==> src/rtl/wb_trace_fifo_if.sv <==
// ---------------------------------------------------------------------------
// wb_trace_fifo_if
//
// Bundles the two streams that pass through the writeback trace buffer:
//   - the retiring register-write from the processor core
//     (wb_en, wb_reg, wb_data, wb_pc)
//   - the drain handshake toward the debug sink
//     (out_valid/out_ready plus the head entry out_reg, out_data,
//      out_pc, out_stamp)
//
// Modports:
//   slave  : the trace buffer itself (samples wb_*, drives out_*)
//   master : whoever surrounds it (core writeback + sink, or a testbench)
// ---------------------------------------------------------------------------
interface wb_trace_fifo_if #(
   parameter int STAMP_W = 16
);

   logic               wb_en;
   logic [4:0]         wb_reg;
   logic [31:0]        wb_data;
   logic [31:0]        wb_pc;

   logic               out_valid;
   logic               out_ready;
   logic [4:0]         out_reg;
   logic [31:0]        out_data;
   logic [31:0]        out_pc;
   logic [STAMP_W-1:0] out_stamp;

   modport slave (
      input  wb_en, wb_reg, wb_data, wb_pc, out_ready,
      output out_valid, out_reg, out_data, out_pc, out_stamp
   );

   modport master (
      output wb_en, wb_reg, wb_data, wb_pc, out_ready,
      input  out_valid, out_reg, out_data, out_pc, out_stamp
   );

endinterface

==> src/rtl/wb_trace_fifo.sv <==
// ---------------------------------------------------------------------------
// wb_trace_fifo
//
// Writeback trace buffer for the single-cycle MIPS core. Every retiring
// register write (except writes to $zero) is stamped with a free-running
// cycle count and queued. A debug sink drains entries via valid/ready with
// first-word-fall-through outputs. When the queue is full new entries are
// discarded and counted; the core is never stalled.
//
// Ports:
//   CLK     : clock, all state updates on the rising edge
//   RST_N   : asynchronous active-low reset
//   clear   : synchronous flush of queue, drop counter and stamp counter
//   bus     : wb_trace_fifo_if.slave (writeback capture + drain handshake)
//   count   : occupied entries (0..DEPTH)
//   full    : count == DEPTH
//   dropped : saturating count of entries lost to overflow
// ---------------------------------------------------------------------------
module wb_trace_fifo #(
   parameter  int DEPTH   = 16,
   parameter  int STAMP_W = 16,
   localparam int AW      = $clog2(DEPTH),
   localparam int CW      = AW + 1
) (
   input  logic                 CLK,
   input  logic                 RST_N,
   input  logic                 clear,
   wb_trace_fifo_if.slave       bus,
   output logic [CW-1:0]        count,
   output logic                 full,
   output logic [15:0]          dropped
);

   localparam logic [CW-1:0] FULL_COUNT = CW'(DEPTH);

   logic [4:0]         memReg   [DEPTH];
   logic [31:0]        memData  [DEPTH];
   logic [31:0]        memPc    [DEPTH];
   logic [STAMP_W-1:0] memStamp [DEPTH];

   logic [AW-1:0]      wrPtr;
   logic [AW-1:0]      rdPtr;
   logic [STAMP_W-1:0] stamp;

   logic pushReq;
   logic pop;
   logic isFull;
   logic doWrite;

   // A capture request is any register write that does not target $zero.
   // A pop happens only when there is something to hand out. When full, a
   // write is still accepted if a pop frees the head slot in the same cycle;
   // otherwise the request becomes a drop. clear wins over everything.
   always_comb begin
      pushReq = bus.wb_en && (bus.wb_reg != 5'd0);
      isFull  = (count == FULL_COUNT);
      pop     = (count != '0) && bus.out_ready;
      doWrite = pushReq && (!isFull || pop) && !clear;
   end

   // Pointer, occupancy, drop and stamp bookkeeping. Reset and clear both
   // return everything to zero; the storage array itself is left alone since
   // its contents are meaningless once the pointers are zeroed.
   always_ff @(posedge CLK or negedge RST_N) begin
      if (!RST_N) begin
         wrPtr   <= '0;
         rdPtr   <= '0;
         count   <= '0;
         dropped <= '0;
         stamp   <= '0;
      end else if (clear) begin
         wrPtr   <= '0;
         rdPtr   <= '0;
         count   <= '0;
         dropped <= '0;
         stamp   <= '0;
      end else begin
         stamp <= stamp + STAMP_W'(1);
         if (doWrite) begin
            wrPtr <= wrPtr + AW'(1);
         end
         if (pop) begin
            rdPtr <= rdPtr + AW'(1);
         end
         case ({doWrite, pop})
            2'b10:   count <= count + CW'(1);
            2'b01:   count <= count - CW'(1);
            default: count <= count;
         endcase
         if (pushReq && isFull && !pop && (dropped != 16'hFFFF)) begin
            dropped <= dropped + 16'd1;
         end
      end
   end

   // Entry storage: written at the write pointer with the stamp value that
   // is current during the capturing cycle. Not reset on purpose.
   always_ff @(posedge CLK) begin
      if (doWrite) begin
         memReg[wrPtr]   <= bus.wb_reg;
         memData[wrPtr]  <= bus.wb_data;
         memPc[wrPtr]    <= bus.wb_pc;
         memStamp[wrPtr] <= stamp;
      end
   end

   // First-word-fall-through: the head entry is always presented, and valid
   // simply reflects a non-empty queue.
   always_comb begin
      bus.out_valid = (count != '0);
      bus.out_reg   = memReg[rdPtr];
      bus.out_data  = memData[rdPtr];
      bus.out_pc    = memPc[rdPtr];
      bus.out_stamp = memStamp[rdPtr];
      full          = isFull;
   end

endmodule

==> src/flat_wrapper.sv <==
// flat-port wrapper written by rule: the top's interface ports become plain ports
module wb_trace_fifo_flat 
#(
   parameter  int DEPTH   = 16,
   parameter  int STAMP_W = 16,
   localparam int AW      = $clog2(DEPTH),
   localparam int CW      = AW + 1
)
  (CLK, RST_N, clear, count, full, dropped, bus_wb_en, bus_wb_reg, bus_wb_data, bus_wb_pc, bus_out_ready, bus_out_valid, bus_out_reg, bus_out_data, bus_out_pc, bus_out_stamp);
  wb_trace_fifo_if #(.STAMP_W(STAMP_W)) bus_i ();
  input  logic CLK;
  input  logic RST_N;
  input  logic clear;
  output logic [CW-1:0] count;
  output logic full;
  output logic [15:0] dropped;
  input wire logic [$bits(bus_i.wb_en)-1:0] bus_wb_en;
  input wire logic [$bits(bus_i.wb_reg)-1:0] bus_wb_reg;
  input wire logic [$bits(bus_i.wb_data)-1:0] bus_wb_data;
  input wire logic [$bits(bus_i.wb_pc)-1:0] bus_wb_pc;
  input wire logic [$bits(bus_i.out_ready)-1:0] bus_out_ready;
  output wire logic [$bits(bus_i.out_valid)-1:0] bus_out_valid;
  output wire logic [$bits(bus_i.out_reg)-1:0] bus_out_reg;
  output wire logic [$bits(bus_i.out_data)-1:0] bus_out_data;
  output wire logic [$bits(bus_i.out_pc)-1:0] bus_out_pc;
  output wire logic [$bits(bus_i.out_stamp)-1:0] bus_out_stamp;
  assign bus_i.wb_en = bus_wb_en;
  assign bus_i.wb_reg = bus_wb_reg;
  assign bus_i.wb_data = bus_wb_data;
  assign bus_i.wb_pc = bus_wb_pc;
  assign bus_i.out_ready = bus_out_ready;
  assign bus_out_valid = bus_i.out_valid;
  assign bus_out_reg = bus_i.out_reg;
  assign bus_out_data = bus_i.out_data;
  assign bus_out_pc = bus_i.out_pc;
  assign bus_out_stamp = bus_i.out_stamp;
  wb_trace_fifo #(.DEPTH(DEPTH), .STAMP_W(STAMP_W)) u_core (.CLK(CLK), .RST_N(RST_N), .clear(clear), .bus(bus_i), .count(count), .full(full), .dropped(dropped));
endmodule
==> config.mk <==
export PLATFORM = sky130hd
export DESIGN_NAME = wb_trace_fifo_flat
export DESIGN_NICKNAME = d
export VERILOG_FILES = /design/src/rtl/wb_trace_fifo_if.sv /design/src/rtl/wb_trace_fifo.sv /design/src/flat_wrapper.sv
export SDC_FILE = /design/constraint.sdc
export NUM_CORES = 1
export LEC_CHECK = 0
export CORE_ASPECT_RATIO = 1.1
export CORE_UTILIZATION = 57
export CTS_BUF_LIST = sky130_fd_sc_hd__clkbuf_16
export DETAILED_ROUTE_END_ITERATION = 16
export GPL_TIMING_DRIVEN = 0
export PLACE_DENSITY = 0.79
export SETUP_SLACK_MARGIN = 0.4
export SLEW_MARGIN = 40
export SYNTH_ARGS = -nofsm -noshare
export SYNTH_HDL_FRONTEND = slang
export SYNTH_SLANG_ARGS = --single-unit
==> constraint.sdc <==
create_clock -name CLK -period 8.8 [get_ports CLK]
set_clock_uncertainty 0.1 [all_clocks]
set_input_delay 0.88 -clock CLK [delete_from_list [all_inputs] [get_ports CLK]]
set_output_delay 0.88 -clock CLK [all_outputs]
set_load 0.005 [all_outputs]
### Word level (Yosys, flattened, before mapping)

Memories as Yosys holds them, arrays and structs flattened.
Index checks and enable logic that the tools add are counted.

| word-level totals | value |
|---|---|
| output and inout bits | 108 |
| memories kept | 4 |
| bits in registers | 45 |
| memory bits (writable) | 1360 |

| operators by class | value |
|---|---|
| reduce and logical (&&, ||, !) cells | 17 |
| add/subtract/negate cells | 6 |
| equal/unequal tests | 4 |
| muxes and demuxes | 11 |

Memory list:

| memory | words | bits a word | rd ports | clocked after Yosys merged registers in | write ports | RTL line | RTL |
|---|---|---|---|---|---|---|---|
| u_core.memData | 16 | 32 | 1 | 0 | 1 | wb_trace_fifo.sv:37 | `logic [31:0] memData [DEPTH];` |
| u_core.memPc | 16 | 32 | 1 | 0 | 1 | wb_trace_fifo.sv:38 | `logic [31:0] memPc [DEPTH];` |
| u_core.memStamp | 16 | 16 | 1 | 0 | 1 | wb_trace_fifo.sv:39 | `logic [STAMP_W-1:0] memStamp [DEPTH];` |
| u_core.memReg | 16 | 5 | 1 | 0 | 1 | wb_trace_fifo.sv:36 | `logic [4:0] memReg [DEPTH];` |

Operators by type and width:

| kind | number |
|---|---|
| $mux W16 | 3 |
| $add A16 B1 Y16 const B | 2 |
| $mux W4 | 4 |
| $ne A16 B16 Y1 const B | 1 |
| $pmux W5 S2 | 1 |
| $reduce_bool A5 Y1 | 2 |
| $add A4 B1 Y4 const B | 2 |
| $logic_and A1 B1 Y1 | 7 |
| $reduce_bool A2 Y1 | 3 |
| $add A5 B1 Y5 const B | 1 |
| $eq A5 B5 Y1 const B | 1 |
| $mux W5 | 1 |
| $sub A5 B1 Y5 const B | 1 |
| $logic_not A1 Y1 | 3 |
| $reduce_bool A3 Y1 | 1 |
| $eq A2 B1 Y1 const B | 1 |
| $eq A2 B2 Y1 const B | 1 |
| $mux W1 | 2 |
| $logic_or A1 B1 Y1 | 1 |

### Longest topological paths before layout

Gate-level depths: netlist of run 1.

| depth | value |
|---|---|
| depth after elaboration | 8 |
| depth in mapped cells | 12 |
| gate-level depth less buffers | 11 |

### Worst setup path after synthesis of run 1

Ideal clock, no wire load.

| timing path | value |
|---|---|
| path kind | input to register |
| start | input bus_wb_reg[3] |
| end | memory u_core.memData[10][0], enable pin |
| setup slack | 4346 ps |
| buffers on the path | 1 |
| stages | 6 |
| data arrival time | 3901 ps |
| data required time | 8247 ps |
| library setup time | 453 ps |
| cells stage by stage | or4_1 o21ai_1 buf_2 or3_1 nor3b_1 and2_1 |

| on the way | value |
|---|---|
| longest elaborated chain between the ends | 6 |

Ends and longest elaborated chain:

| element | RTL line | RTL |
|---|---|---|
| start, declared | flat_wrapper.sv:18 | `input wire logic [$bits(bus_i.wb_reg)-1:0] bus_wb_reg;` |
| $reduce_bool A5 Y1 | wb_trace_fifo.sv:55 | `pushReq = bus.wb_en && (bus.wb_reg != 5'd0);` |
| $logic_and A1 B1 Y1 | wb_trace_fifo.sv:55 |  |
| $logic_and A1 B1 Y1 (2 in a row) | wb_trace_fifo.sv:58 | `doWrite = pushReq && (!isFull \|\| pop) && !clear;` |
| $mux W1 | wb_trace_fifo.sv:99 | `if (doWrite) begin` |
| $mux W1 (implied by the code) | wb_trace_fifo.sv:101 | `memData[wrPtr] <= bus.wb_data;` |
| end, declared | wb_trace_fifo.sv:37 |  |

No other way between the ends.

### Worst setup path in the final report of run 1

| timing path | value |
|---|---|
| start | register u_core.rdPtr[0] |
| end | output bus_out_data[6] |

| on the way | value |
|---|---|
| longest elaborated chain between the ends | 1 |

Ends and longest elaborated chain:

| element | RTL line | RTL |
|---|---|---|
| start, declared | wb_trace_fifo.sv:42 | `logic [AW-1:0] rdPtr;` |
| start signal, assigned | wb_trace_fifo.sv:83 | `rdPtr <= rdPtr + AW'(1);` |
| $mem_v2 Z16 W32 | -- |  |
| end, declared | flat_wrapper.sv:24 | `output wire logic [$bits(bus_i.out_data)-1:0] bus_out_data;` |

No other way between the ends.

==> flow_metrics.env, run 1 <==
export IMPL_fillers=5501
export IMPL_seqCellArea_mm2=0.0420
export IMPL_drv_slew=0
export IMPL_netlist_instances=2158
export IMPL_finalSetupTns_ps=0
export IMPL_drc=0
export IMPL_power_leakage_nw=19.4
export IMPL_tightestPinTransition_ps=900
export IMPL_rows=117
export IMPL_r2r_start="u_core.count[4]$_DFFE_PN0P_"
export IMPL_crit_path_start_kind="flip-flop"
export IMPL_async_flop_share_pct=3.20
export IMPL_grt_total_usage_pct=27.9
export IMPL_ys_seq_elements=1405
export IMPL_endpoint_kind="primary output"
export IMPL_multi_input_area_mm2=0.0111
export IMPL_postRouteWirelength_um=129000
export IMPL_setup_violations=0
export IMPL_clkTransAtPathRegs_ps=60
export IMPL_cts_sinks=1405
export IMPL_numCtsBuffers=136
export IMPL_synth_area_mm2=0.0535
export IMPL_cts_path_max_buffers=3
export IMPL_design_core_area_mm2=0.0927
export IMPL_met1Wirelength_um=45700
export IMPL_drt_iter0_drc=3456
export IMPL_cp_max_fo=10
export IMPL_io_pins=182
export IMPL_drive_gt1_share_pct=28.8
export IMPL_grt_pass1_wl_um=185000
export IMPL_tritoncts="built"
export IMPL_max_freq_mhz=191
export IMPL_arrival_ps=4250
export IMPL_root_buffer="clkbuf_16"
export IMPL_grt_overflow=0
export IMPL_ys_flop_type="edfxtp_1"
export IMPL_place_congestion=0.794
export IMPL_r2r_end="u_core.memPc[6][11]$_DFFE_PP_"
export IMPL_antenna_found_initial=11
export IMPL_final_nets=2616
export IMPL_htreeDepth=4
export IMPL_area_growth_pct=16.4
export IMPL_wl_met3_um=12500
export IMPL_via_per_inst=6.61
export IMPL_drt_pass1_iterations=7
export IMPL_synth_edf_count=1360
export IMPL_initial_core_util_pct=57.7
export IMPL_numPortBuffers=181
export IMPL_yosys_warnings=0
export IMPL_die_h_um=323
export IMPL_ctsResizeCount=0
export IMPL_met2WireLength_um=67700
export IMPL_num_vias=25668
export IMPL_r2r_cells=8
export IMPL_synthDistinctLibCells=48
export IMPL_dieArea_mm2=0.0950
export IMPL_hold_class="input port to async pin"
export IMPL_hold_viol=0
export IMPL_min_period_ps=5230
export IMPL_grt_max_degree=33
export IMPL_relSlewSlack_pct=40.0
export IMPL_finalCritPeriodShare_pct=59.5
export IMPL_synth_most_common_cell="edfxtp_1"
export IMPL_hpwl_um=74100
export IMPL_crit_type="flip-flop to primary output"
export IMPL_routed_top_layer="met5"
export IMPL_ys_seq_area_share_pct=78.5
export IMPL_rsz0062_at_grt="no"
export IMPL_die_w_um=294
export IMPL_cp_data_required_time_ps=7820
export IMPL_power_density_mw_per_mm2=264
export IMPL_routedWlPerCell_um=33.3
export IMPL_synth_area_leaders="edfxtp_1, mux4_2, dfrtp_1"
export IMPL_syn_nets=2243
export IMPL_synth_common_cells="edfxtp_1, mux4_2, clkbuf_1"
export IMPL_total_power_mw=16.5
export IMPL_r2r_setup_slack_ps=5360
export IMPL_synth_avg_cell_area_um2=24.8
export IMPL_status="complete, no violations"
export IMPL_insertion_delay_ps=750
export IMPL_grt_pass1_vias=26876
export IMPL_antenna_left=0
export IMPL_synth_top_area_share_pct=76.4
export IMPL_synth_top_area_cell="edfxtp_1"
export IMPL_ir_drop_v=0.000215
export IMPL_maxCapViolCount=0
## worst max path at each step
stage / start / end / slack [ps] / cells past startpoint
floorplan: bus_wb_reg[3] / u_core.memData[10][0]$_DFFE_PP_ / 4350 / 6
global placement: bus_wb_reg[4] / u_core.memPc[11][6]$_DFFE_PP_ / 550 / 7
detailed placement: bus_wb_reg[4] / u_core.memPc[6][6]$_DFFE_PP_ / 3720 / 10
CTS: u_core.rdPtr[0]$_DFFE_PN0P_ / bus_out_pc[21] / 3530 / 6
global route: u_core.rdPtr[0]$_DFFE_PN0P_ / bus_out_reg[4] / 3460 / 7
finish: u_core.rdPtr[0]$_DFFE_PN0P_ / bus_out_data[6] / 3570 / 6
## timing repair
action | CTS | global route
setup buffers | 0 | 0
hold buffers | 1 | 0
hold endpoints to repair | 13 | 0
## layout by cell type (no fill, tap or decap), drive strengths merged, types with 2 or more instances in the layout
| cell type | count |
|---|---|
| bufinv | 9 |
| a21oi | 10 |
| mux2i | 6 |
| nor4 | 5 |
| nor3 | 3 |
| diode | 3 |
| nand2b | 3 |
| clkinvlp | 4 |
| nand4 | 8 |
| and4 | 5 |
| o21a | 2 |
| nand3b | 3 |
| and3 | 11 |
| mux4 | 425 |
| dfrtp | 45 |
| inv | 38 |
| nand3 | 11 |
| nor2b | 6 |
| nor2 | 42 |
| mux2 | 3 |
| or3 | 6 |
| ha | 10 |
| nor3b | 3 |
| or4 | 4 |
| nand2 | 12 |
| xnor2 | 12 |
| xor2 | 16 |
| clkdlybuf4s50 | 180 |
| and2 | 17 |
| clkbuf | 207 |
| o21ai | 5 |
| clkinv | 52 |
| buf | 95 |
| edfxtp | 1360 |
## logic make-up after synthesis
group / Yosys count / synth area share [%]
multiplexers: 434 / 18.1
adder cells (fa/ha/maj): 11 / 0.272
XOR/XNOR: 28 / 0.459
buffers and inverters: 113 / 0.868
AND/OR/NAND/NOR: 141 / 1.51
flip-flops: 1405 / 78.5
AO/OA/AOI/OAI: 26 / 0.304
## stage by stage
| stage | util [%] | worst slack (ps) | hold slack, ps | std cells | cell area [um2] |
|---|---|---|---|---|---|
| after floorplan | - | 4350 | 401 | 2158 | 53500 |
| after global placement | 61.3 | 550 | 423 | 3588 | 56800 |
| after detailed placement | 62.5 | 3720 | 446 | 3641 | 57900 |
| after CTS | 67.1 | 3530 | 387 | 3880 | 62200 |
| after global routing | 67.2 | 3460 | 421 | 3882 | 62200 |
| final | 67.2 | 3570 | 414 | 3883 | 62200 |
## per-layer routing
| metal | GRT usage, % | vias to the layer above |
|---|---|---|
| met2 | 47.2 | 1703 |
| met1 | 36.7 | 13651 |
| met5 | 0 | - |
| met3 | 5.94 | 234 |
| li1 | - | 10068 |
| met4 | 8.91 | 12 |
## state kept, by name, indices dropped and copies added (netlist names)
name / cells
u_core.count: 5
u_core.memStamp: 256
u_core.wrPtr: 4
u_core.stamp: 16
u_core.memData: 512
u_core.memReg: 80
u_core.rdPtr: 4
u_core.dropped: 16
u_core.memPc: 512
## worst max-delay path, cell delays in order (launching register included)
cell and delay, ps:
dfrtp_1 370, clkbuf_2 420, clkbuf_2 560, buf_2 500, mux4_2 580, mux4_2 570
clkdlybuf4s50_1 480
## power breakdown
| part | internal (mW) | total, mW | switching (mW) | leakage (nW) |
|---|---|---|---|---|
| registers | 7.40 | 7.44 | 0.0428 | 12.9 |
| logic | 1.79 | 3.39 | 1.60 | 4.27 |
| clock network | 3.20 | 5.62 | 2.42 | 2.20 |
| total | 12.4 | 16.5 | 4.06 | 19.4 |
## cell type report
class / instances / share of cell area [%]
plain buffers: 105 / 0.764
inverters: 8 / 0.0482
flip-flops and latches: 1405 / 67.4
clock buffers: 143 / 5.75
diodes: 3 / 0.0121
repair buffers: 235 / 4.57
clock inverters: 95 / 1.13
well taps: 1249 / 2.51
multi-input cells: 640 / 17.8
(Power assumes the default switching activity.)
==> run 2: changes to the inputs <==
==> constraint.sdc (replaced) <==
create_clock -name CLK -period 5.5 [get_ports CLK]
set_clock_uncertainty 0.1 [all_clocks]
set_input_delay 0.55 -clock CLK [delete_from_list [all_inputs] [get_ports CLK]]
set_output_delay 0.55 -clock CLK [all_outputs]
set_load 0.005 [all_outputs]
==> results of run 2 <==
The final DEF is identical to that of run 1. Status: complete, no violations.
Main changes from that run: setup slack after placement 3720 ps -> 755 ps; setup slack after layout 3570 ps -> 595 ps; hold slack 414 ps -> 84.2 ps; register-to-register setup slack 5360 ps -> 2060 ps; total power 16.5 mW -> 26.3 mW; worst IR drop on VDD 0.000215 V -> 0.000344 V
